### config.mk
export PLATFORM = sky130hd
export DESIGN_NAME = i2s_rx_capture
export DESIGN_NICKNAME = d
export VERILOG_FILES = /design/src/rtl/i2s_pkg.sv /design/src/rtl/sync_edge_det.sv /design/src/rtl/i2s_rx_capture.sv
export SDC_FILE = /design/constraint.sdc
export NUM_CORES = 1
export LEC_CHECK = 0
export CORE_ASPECT_RATIO = 0.75
export CORE_UTILIZATION = 50
export DETAILED_ROUTE_END_ITERATION = 8
export PLACE_DENSITY = 0.75
export RECOVER_POWER = 25
export SYNTH_ARGS = -nofsm -noshare
export SYNTH_HDL_FRONTEND = slang
export SYNTH_HIERARCHICAL = 1
export SYNTH_SLANG_ARGS = --single-unit
### constraint.sdc
create_clock -name clk_in -period 1.6 [get_ports clk_in]
set_input_delay 0.4 -clock clk_in [delete_from_list [all_inputs] [get_ports clk_in]]
set_output_delay 0.4 -clock clk_in [all_outputs]
set_load 0.005 [all_outputs]
### src/rtl/i2s_pkg.sv
// -----------------------------------------------------------------------------
// i2s_pkg
// Shared I2S definitions used by the tone engine transmitter and by the
// i2s_rx_capture receiver.
//   WS_LEFT / WS_RIGHT : word-select levels for the two channels
//   I2S_SAMPLE_WIDTH   : default number of bits kept per channel word
//   I2S_SYNC_STAGES    : default synchroniser depth for the I2S lines
// -----------------------------------------------------------------------------
package i2s_pkg;

    localparam logic WS_LEFT  = 1'b0;
    localparam logic WS_RIGHT = 1'b1;

    localparam int unsigned I2S_SAMPLE_WIDTH = 32'd16;
    localparam int unsigned I2S_SYNC_STAGES  = 32'd2;

    // Channel named by a word-select level.
    typedef enum logic {
        CH_LEFT  = 1'b0,
        CH_RIGHT = 1'b1
    } i2s_ch_e;

endpackage : i2s_pkg

### src/rtl/sync_edge_det.sv
// -----------------------------------------------------------------------------
// sync_edge_det
// N-stage synchroniser for one edge line plus a bundle of data lines, with a
// registered rising-edge strobe on the edge line.
//
// All lines go through the same number of flops, so their relative timing is
// preserved. One extra flop holds the previous synchronised value of every
// line; for the edge line it is the "previous" term of the edge detector, and
// for the data lines it keeps them aligned with the registered strobe. The
// data lines therefore use the synchroniser-only path.
//
// Ports
//   clk_in      : system clock
//   reset_n_in  : asynchronous active-low reset
//   edge_in     : asynchronous line whose rising edges are detected (bclk)
//   data_in     : asynchronous lines that are only synchronised (ws, d)
//   data_out    : data_in after synchronisation, aligned with rise_out
//   rise_out    : one-cycle pulse per rising edge of edge_in
// -----------------------------------------------------------------------------
module sync_edge_det
    import i2s_pkg::*;
#(
    parameter int unsigned STAGES = I2S_SYNC_STAGES,
    parameter int unsigned WIDTH  = 32'd2
) (
    input  logic             clk_in,
    input  logic             reset_n_in,
    input  logic             edge_in,
    input  logic [WIDTH-1:0] data_in,
    output logic [WIDTH-1:0] data_out,
    output logic             rise_out
);

    // Bit 0 of every stage carries the edge line, the upper bits the data.
    logic [STAGES-1:0][WIDTH:0] sync_q;
    logic [STAGES-1:0][WIDTH:0] sync_d;
    logic [WIDTH:0]             prev_q;
    logic [WIDTH:0]             prev_d;
    logic                       rise_q;
    logic                       rise_d;

    // Shift chain and edge detect: rise is "last stage high, previous low".
    always_comb begin
        sync_d[0] = {data_in, edge_in};
        for (int i = 1; i < int'(STAGES); i++) begin
            sync_d[i] = sync_q[i-1];
        end
        prev_d = sync_q[STAGES-1];
        rise_d = sync_q[STAGES-1][0] & ~prev_q[0];
    end

    // Synchroniser, previous-value and strobe registers.
    always_ff @(posedge clk_in or negedge reset_n_in) begin
        if (!reset_n_in) begin
            sync_q <= '0;
            prev_q <= '0;
            rise_q <= 1'b0;
        end else begin
            sync_q <= sync_d;
            prev_q <= prev_d;
            rise_q <= rise_d;
        end
    end

    assign data_out = prev_q[WIDTH:1];
    assign rise_out = rise_q;

endmodule : sync_edge_det

### src/rtl/i2s_rx_capture.sv
// -----------------------------------------------------------------------------
// i2s_rx_capture
// I2S slave receiver. Oversamples bclk/ws/data in the clk_in domain,
// deserialises left and right words MSB-first and presents one registered
// stereo pair per frame. Never drives any I2S line.
//
// Ports
//   clk_in          : system clock, at least 4x the bclk frequency
//   reset_n_in      : asynchronous active-low reset
//   i2s_bclk_in     : I2S bit clock from the transmitter
//   i2s_ws_in       : word select, 0 = left, 1 = right
//   i2s_d_in        : serial data, MSB first
//   left_out        : last completed left word
//   right_out       : last completed right word
//   frame_valid_out : one-cycle pulse when a full L+R pair has been updated
//   locked_out      : high once a WS transition has been seen since reset
//
// Pipeline (counted from the clk_in edge that first samples bclk high):
//   +SYNC_STAGES   : bit strobe with aligned ws/d out of sync_edge_det
//   +SYNC_STAGES+1 : framing stage folds the bit in, may raise a commit
//   +SYNC_STAGES+2 : output registers take the committed word
// -----------------------------------------------------------------------------
module i2s_rx_capture
    import i2s_pkg::*;
#(
    parameter int unsigned SAMPLE_WIDTH = I2S_SAMPLE_WIDTH,
    parameter int unsigned SYNC_STAGES  = I2S_SYNC_STAGES
) (
    input  logic                    clk_in,
    input  logic                    reset_n_in,
    input  logic                    i2s_bclk_in,
    input  logic                    i2s_ws_in,
    input  logic                    i2s_d_in,
    output logic [SAMPLE_WIDTH-1:0] left_out,
    output logic [SAMPLE_WIDTH-1:0] right_out,
    output logic                    frame_valid_out,
    output logic                    locked_out
);

    localparam int unsigned CNT_W = $clog2(SAMPLE_WIDTH + 32'd1);
    localparam logic [CNT_W-1:0] CNT_MAX = CNT_W'(SAMPLE_WIDTH);
    localparam logic [CNT_W-1:0] CNT_ONE = CNT_W'(1);
    localparam logic [SAMPLE_WIDTH-1:0] MSB_MASK = {1'b1, {(SAMPLE_WIDTH-1){1'b0}}};

    // ------------------------------------------------------------------
    // Input conditioning
    // ------------------------------------------------------------------
    logic [1:0] line_sync_s;   // {d, ws} aligned with bclk_rise_s
    logic       bclk_rise_s;
    logic       ws_now_s;
    logic       d_now_s;

    sync_edge_det #(
        .STAGES (SYNC_STAGES),
        .WIDTH  (32'd2)
    ) u_sync_bclk (
        .clk_in     (clk_in),
        .reset_n_in (reset_n_in),
        .edge_in    (i2s_bclk_in),
        .data_in    ({i2s_d_in, i2s_ws_in}),
        .data_out   (line_sync_s),
        .rise_out   (bclk_rise_s)
    );

    assign ws_now_s = line_sync_s[0];
    assign d_now_s  = line_sync_s[1];

    // ------------------------------------------------------------------
    // Framing / shift stage
    // ------------------------------------------------------------------
    logic [SAMPLE_WIDTH-1:0] shreg_q,    shreg_d;
    logic [CNT_W-1:0]        bit_cnt_q,  bit_cnt_d;
    logic                    ws_prev_q,  ws_prev_d;
    // ws_prev only means something after the first bit since reset;
    // without this the very first bit would look like a WS edge.
    logic                    ws_vld_q,   ws_vld_d;
    logic                    locked_q,   locked_d;
    logic                    cmt_stb_q,  cmt_stb_d;
    logic                    cmt_ch_q,   cmt_ch_d;
    logic [SAMPLE_WIDTH-1:0] cmt_word_q, cmt_word_d;

    logic [SAMPLE_WIDTH-1:0] bit_mask_s;
    logic [SAMPLE_WIDTH-1:0] fold_word_s;
    logic                    ws_change_s;

    // Fold the current bit into the shift register and detect word ends.
    always_comb begin
        shreg_d    = shreg_q;
        bit_cnt_d  = bit_cnt_q;
        ws_prev_d  = ws_prev_q;
        ws_vld_d   = ws_vld_q;
        locked_d   = locked_q;
        cmt_stb_d  = 1'b0;
        cmt_ch_d   = cmt_ch_q;
        cmt_word_d = cmt_word_q;

        // Once bit_cnt reaches SAMPLE_WIDTH the mask shifts out to zero, so
        // extra bits of a long slot are dropped without a separate test.
        bit_mask_s  = MSB_MASK >> bit_cnt_q;
        fold_word_s = shreg_q | (bit_mask_s & {SAMPLE_WIDTH{d_now_s}});
        ws_change_s = ws_vld_q & (ws_now_s != ws_prev_q);

        if (bclk_rise_s) begin
            ws_prev_d = ws_now_s;
            ws_vld_d  = 1'b1;
            if (ws_change_s) begin
                // This bit is the LSB of the word for channel ws_prev.
                if (locked_q) begin
                    cmt_stb_d  = 1'b1;
                    cmt_ch_d   = ws_prev_q;
                    cmt_word_d = fold_word_s;
                end else begin
                    // First, partial word after reset is discarded.
                    cmt_stb_d  = 1'b0;
                end
                shreg_d   = '0;
                bit_cnt_d = '0;
                locked_d  = 1'b1;
            end else begin
                shreg_d = fold_word_s;
                if (bit_cnt_q < CNT_MAX) begin
                    bit_cnt_d = bit_cnt_q + CNT_ONE;
                end else begin
                    bit_cnt_d = CNT_MAX;
                end
            end
        end else begin
            shreg_d   = shreg_q;
            bit_cnt_d = bit_cnt_q;
        end
    end

    // Framing stage registers.
    always_ff @(posedge clk_in or negedge reset_n_in) begin
        if (!reset_n_in) begin
            shreg_q    <= '0;
            bit_cnt_q  <= '0;
            ws_prev_q  <= WS_LEFT;
            ws_vld_q   <= 1'b0;
            locked_q   <= 1'b0;
            cmt_stb_q  <= 1'b0;
            cmt_ch_q   <= WS_LEFT;
            cmt_word_q <= '0;
        end else begin
            shreg_q    <= shreg_d;
            bit_cnt_q  <= bit_cnt_d;
            ws_prev_q  <= ws_prev_d;
            ws_vld_q   <= ws_vld_d;
            locked_q   <= locked_d;
            cmt_stb_q  <= cmt_stb_d;
            cmt_ch_q   <= cmt_ch_d;
            cmt_word_q <= cmt_word_d;
        end
    end

    // ------------------------------------------------------------------
    // Output stage
    // ------------------------------------------------------------------
    logic [SAMPLE_WIDTH-1:0] left_q,      left_d;
    logic [SAMPLE_WIDTH-1:0] right_q,     right_d;
    logic                    frame_vld_q, frame_vld_d;
    logic                    left_seen_q, left_seen_d;

    // Route commits to the channel registers; a right commit that follows
    // a left commit closes the frame and fires the strobe.
    always_comb begin
        left_d      = left_q;
        right_d     = right_q;
        frame_vld_d = 1'b0;
        left_seen_d = left_seen_q;

        if (cmt_stb_q) begin
            if (cmt_ch_q == WS_LEFT) begin
                left_d      = cmt_word_q;
                left_seen_d = 1'b1;
            end else begin
                right_d = cmt_word_q;
                if (left_seen_q) begin
                    frame_vld_d = 1'b1;
                    left_seen_d = 1'b0;
                end else begin
                    frame_vld_d = 1'b0;
                end
            end
        end else begin
            frame_vld_d = 1'b0;
        end
    end

    // Output registers.
    always_ff @(posedge clk_in or negedge reset_n_in) begin
        if (!reset_n_in) begin
            left_q      <= '0;
            right_q     <= '0;
            frame_vld_q <= 1'b0;
            left_seen_q <= 1'b0;
        end else begin
            left_q      <= left_d;
            right_q     <= right_d;
            frame_vld_q <= frame_vld_d;
            left_seen_q <= left_seen_d;
        end
    end

    assign left_out        = left_q;
    assign right_out       = right_q;
    assign frame_valid_out = frame_vld_q;
    assign locked_out      = locked_q;

endmodule : i2s_rx_capture

==> results of run 1 <==
-- stage by stage --
step | total power, mW | setup slack [ns]
4_1_cts | 5.42 | 0.0000799
5_1_grt | 5.66 | 0.0448
6_report | 5.35 | 0.128
3_5_place_dp | 4.00 | 0.101
3_3_place_gp | 3.95 | 0.204
2_1_floorplan | 3.45 | 0.0981
-- layer usage --
metal	GRT usage	wire length [µm]	up-vias
met5	0	0	-
met4	0.0376	29	0
met3	0.0704	322	4
met2	0.294	2610	54
met1	0.241	2850	1003
li1	-	-	1026
-- cell families (layout without fill, tap and decap cells) --
group,after synthesis,in the layout,share of synthesized area
flip-flops,86,86,0.631
AO/OA/AOI/OAI,55,55,0.0924
AND/OR/NAND/NOR,54,54,0.0854
buffers and inverters,39,92,0.0572
multiplexers,35,35,0.110
adder cells (fa/ha/maj),6,6,0.0220
XOR/XNOR,1,1,0.00257
-- sequential cells by signal, indices dropped and copies added, names as in the netlist, 3 cells and up --
name	flops
bit_cnt_q	5
cmt_word_q	16
left_out	16
right_out	16
shreg_q	16
u_sync_bclk/prev_d	3
u_sync_bclk/prev_q	3
u_sync_bclk/sync_d	3
-- worst max-delay path: cells and delay by family, from the launching register on --
kind,cells,cell delay [ns]
and+or+nand+nor,1,0.27
muxes,1,0.23
buffers and inverters,1,0.22
DFF,1,0.42
xor gates and xnor gates,1,0.25
-- final cells by class --
type                            instances  area [µm²]  share of cell area
Clock buffer                           13         139              0.0340
Clock inverter                          3        45.0              0.0110
Inverter                               20        75.1              0.0184
Multi-Input combinational cell        151        1060               0.261
Sequential cell                        86        2150               0.527
Tap cell                               81         101              0.0248
Timing Repair Buffer                   56         507               0.124
-- layout by cell type (no fill, tap or decap), types with 2 or more instances in the layout --
master | Yosys | layout
or2_2 | 2 | 2
clkbuf_1 | 10 | 4
nand2b_1 | 3 | 3
mux2_2 | 19 | 19
o21ai_0 | 16 | 16
clkinvlp_4 | 0 | 2
buf_4 | 3 | 14
dlygate4sd2_1 | 0 | 24
a21oi_1 | 16 | 16
nand2_1 | 19 | 19
dlygate4sd3_1 | 0 | 4
a31oi_1 | 16 | 16
clkbuf_8 | 0 | 9
dlymetal6s2s_1 | 0 | 10
inv_1 | 20 | 20
clkbuf_2 | 0 | 3
o22ai_1 | 2 | 2
ha_1 | 6 | 6
dfrtp_1 | 86 | 86
nor2_1 | 17 | 17
mux2i_1 | 16 | 16
-- repair_timing --
item / CTS / global route
pin swaps: 0 / 0
endpoints found under the hold margin: 27 / 0
setup buffers: 6 / 2
setup endpoints to repair: 26 / 14
hold buffers: 1 / 0
gates cloned: 0 / 0
gates resized for setup: 24 / 11
-- worst max path at each step --
stage and end:
2_1_floorplan cmt_ch_q$_DFFE_PN0P_, 3_3_place_gp cmt_word_q[7]$_DFFE_PN0P_, 3_5_place_dp cmt_word_q[6]$_DFFE_PN0P_, 4_1_cts right_out[11], 5_1_grt cmt_word_q[1]$_DFFE_PN0P_, 6_report cmt_word_q[5]$_DFFE_PN0P_
-- power by group --
part           switching (mW)  internal (mW)
sequential              0.241           2.55
clock                   0.705          0.724
combinational           0.553          0.578
total                    1.50           3.85
==> impl_metrics.toml, run 1 <==
[sta]
fmax_ghz = 0.679
post-route-period-util = 0.920
tns_ns = 0
hold_slack_ns = 0.351
hold_viol = 0
rsz0062_at_grt = "no"
worst_pin_slew_ns = 0.732
finalSetupViolations = 0
max-slew-margin-rel = 0.512
maxSlewViolCount = 0
final.min_clock_period_ns = 1.47
skew_ns = 0.00766

[synth]
synth_warnings = 6
synth-main-ff-cell = "dfrtp_1"
yosysMostFrequentCell = "dfrtp_1"
synth_area_leaders = "dfrtp_1 (63%), mux2_2 (6.3%), mux2i_1 (4.7%)"
ys_seq_area_frac = 0.631
syn_area_per_cell_um2 = 12.4
ys_top_cells_by_count = "dfrtp_1 (86), inv_1 (20), mux2_2 (19), nand2_1 (19), nor2_1 (17)"
post_synth_num_cell_types = 36
synth_top_area_share = 0.631
ys_seq_elements = 86
async_reset_ff_frac = 1.00
yosys.area.top_type = "dfrtp_1"
synth_area_um2 = 3410
synth_edf_count = 0
syn-num-nets = 287
syn_inst = 276

[cells_and_area]
finish.instance_area_um2 = 4080
diodes = 0
postLayoutCoreUtil = 0.634
nNetsFinal = 335
final_cells = 410
areaGrowthSynthToFinish_pct = 19.7
drive_above_1_share = 0.179
fillCellCount = 517

[grt]
grt_max_degree = 34
overflow = 0
grt_pass1_wl_mm = 10.1
antenna_found_initial = 0
grt_pass1_vias = 2070
grt_usage = 0.183

[floorplan]
ioPinCount = 39
die_w_um = 97.4
num_rows = 25
coreArea_um2 = 6440
die_area_um2 = 7160
die_height_um = 73.5
start_util = 0.530

[setup_path]
worstPathMaxFanout = 11
reg2reg_to = "cmt_word_q[5]$_DFFE_PN0P_"
arrival_ns = 1.74
slowest_delay_ns = 0.42
critPathLaunch = "ws_prev_q$_DFFE_PN0P_"
reg2reg_slack_ns = 0.13
ff2ff_path_depth = 4
path_class = "register to register"
slowest_stage = "dfrtp_1"
endpoint_kind = "register"
crit_chain = "xor2_2 > and4_4 > buf_4 > mux2i_1"
critPathRequiredTime_ns = 1.87
r2r_start = "ws_prev_q$_DFFE_PN0P_"
start_kind = "register"

[placed_design]
io_buffers = 38
gp_congestion = 0.782
dp_cells = 385
placed_area_um2 = 3860
post-dp-hpwl_mm = 3.87

[route]
remaining_drc_errors = 0
via_count = 2087
wl_mm = 5.82
dr.first_iter.drc_count = 153
dr.pass1.iters = 4
postRouteAntennaNets = 0
via_per_inst = 5.09
post_drt_wl_per_cell_um = 14.2

[clock_tree]
clock_path_buffers = 2
cts.reportedPaths.clkPinSlew_ns = 0.08
cts_root_buffer = "clkbuf_8"
cts_tree = "done"
clock-sinks = 86
clk_latency_ns = 0.35
htree_levels = 3
numCtsBuffers = 9

[flow_run]
maxCapViolCount = 0

[min_path]
whs_path_depth = 0
worstHoldPathType = "register to register"
min-delay-start = "u_sync_bclk/prev_d[2]$_DFF_PN0_"
hold-path-endpoint = "u_sync_bclk/prev_q[2]$_DFF_PN0_"

[pwr]
powerDensity_nw_per_um2 = 1310
leakage_nw = 2.15
peakVddDrop_mv = 0.734

[run_status]
status = "completed"
(Power assumes the default switching activity.)
==> run 2: changes to the inputs <==
CORE_ASPECT_RATIO = 2   (was 0.75)
==> impl_metrics.toml, run 2 (same netlist as run 1, synthesis figures left out) <==
[setup_path]
critPathRequiredTime_ns = 1.20
reg2reg_to = "cmt_word_q[7]$_DFFE_PN0P_"
r2r_start = "ws_prev_q$_DFFE_PN0P_"
endpoint_kind = "primary output"
start_kind = "register"
path_delay_family = "buffers and inverters"
worstPathMaxFanout = 2
crit_chain = "clkdlybuf4s50_1"
arrival_ns = 1.20
slowest_stage = "clkdlybuf4s50_1"
slowest_delay_ns = 0.51
worst-path-buf-inv = 1
path_class = "register to primary output"
ff2ff_path_depth = 4
reg2reg_slack_ns = 0.11

[clock_tree]
cts_root_buffer = "clkbuf_16"
clock-sinks = 86
clock_path_buffers = 2
cts.reportedPaths.clkPinSlew_ns = 0.06
clk_latency_ns = 0.34
numCtsBuffers = 9
htree_levels = 3
cts_tree = "done"

[grt]
antenna_found_initial = 0
grt_max_degree = 40
grt_pass1_vias = 2224
grt_pass1_wl_mm = 10.3
overflow = 0
grt_usage = 0.196

[min_path]
whs_path_depth = 0
min-delay-start = "u_sync_bclk/sync_d[5]$_DFF_PN0_"
worstHoldPathType = "register to register"
hold-path-endpoint = "u_sync_bclk/prev_d[2]$_DFF_PN0_"

[route]
postRouteAntennaNets = 0
post_drt_wl_per_cell_um = 15.1
remaining_drc_errors = 0
via_count = 2152
dr.pass1.iters = 4
wl_mm = 6.25
dr.first_iter.drc_count = 89
via_per_inst = 5.20

[pwr]
powerDensity_nw_per_um2 = 1440
leakage_nw = 2.44
peakVddDrop_mv = 0.900
p_total_mw = 6.19

[run_status]
status = "completed"

[flow_run]
maxCapViolCount = 0

[sta]
maxSlewViolCount = 0
post-route-period-util = 1.00
skew_ns = 0.00720
fmax_ghz = 0.625
hold_viol = 0
tns_ns = 0
max-slew-margin-rel = 0.558
hold_slack_ns = 0.348
final.min_clock_period_ns = 1.60
worst_pin_slew_ns = 0.663
finalSetupViolations = 0

[cells_and_area]
areaGrowthSynthToFinish_pct = 26.0
nNetsFinal = 332
fillCellCount = 514
drive_above_1_share = 0.178
regArea_um2 = 2150
layout_common_cells = "dfrtp_1 (86), dlymetal6s2s_1 (27), inv_1 (20), mux2_2 (19), nand2_1 (19)"
layout_commonest_cell = "dfrtp_1"
diodes = 0
multi_input_area_um2 = 1060
postLayoutCoreUtil = 0.649

[floorplan]
coreArea_um2 = 6620
start_util = 0.515
num_rows = 42
die_height_um = 119
die_area_um2 = 7180
die_w_um = 60.4
ioPinCount = 39

[placed_design]
io_buffers = 38
post-dp-hpwl_mm = 4.11
gp_congestion = 0.709
-- run 2: changes by cell type in the layout (fill, tap and decap cells not counted), moves of 2 or more --
| cell | before | now |
|---|---|---|
| clkbuf_16 | 0 | 9 |
| buf_4 | 14 | 8 |
| clkbuf_8 | 9 | 2 |
| dlymetal6s2s_1 | 10 | 27 |
| dlygate4sd2_1 | 24 | 5 |
| buf_12 | 0 | 2 |
| clkbuf_1 | 4 | 1 |
| clkdlybuf4s50_1 | 0 | 2 |
-- run 2: metrics by stage --
stage	setup WS (ns)	std cells	instance area (µm²)
after floorplan	0.0981	276	3410
after global placement	0.222	392	3880
after detailed placement	0.134	392	3880
after CTS	0.00135	412	4250
after global routing	-0.0320	414	4300
final	0.000355	414	4300
-- run 2: how the worst max path moves through the flow --
stage | start | to | slack [ns] | cells after the start
6_report | left_out[11]$_DFFE_PN0P_ | left_out[11] | 0.0004 | 1
4_1_cts | left_out[13]$_DFFE_PN0P_ | left_out[13] | 0.001 | 1
3_3_place_gp | ws_prev_q$_DFFE_PN0P_ | cmt_ch_q$_DFFE_PN0P_ | 0.22 | 3
3_5_place_dp | ws_prev_q$_DFFE_PN0P_ | cmt_word_q[9]$_DFFE_PN0P_ | 0.13 | 4
2_1_floorplan | u_sync_bclk/prev_q[1]$_DFF_PN0_ | cmt_ch_q$_DFFE_PN0P_ | 0.1 | 5
5_1_grt | left_out[11]$_DFFE_PN0P_ | left_out[11] | -0.03 | 1
-- run 2: area by class of cell --
class	instances	share of cell area
Clock buffer	11	0.0588
Clock inverter	5	0.0189
Inverter	20	0.0175
Multi-Input combinational cell	151	0.246
Sequential cell	86	0.500
Tap cell	88	0.0256
Timing Repair Buffer	53	0.133
-- run 2: where the power goes --
group	internal, mW	switching, mW	total [mW]
logic	0.578	0.553	1.13
clock network	1.45	0.817	2.27
registers	2.56	0.238	2.80
-- run 2: routing by layer --
layer	global-route usage	wire (µm)	up-vias
met4	0.129	231	0
met5	0	0	-
met3	0.0402	220	21
met2	0.319	3320	54
li1	-	-	1032
met1	0.222	2480	1045
-- run 2: what timing repair did --
item,4_1_cts,5_1_grt
buffers inserted,3,2
endpoints found under the setup margin,7,28
resized for setup,5,27
hold buffers,1,0
hold endpoints to repair,23,0
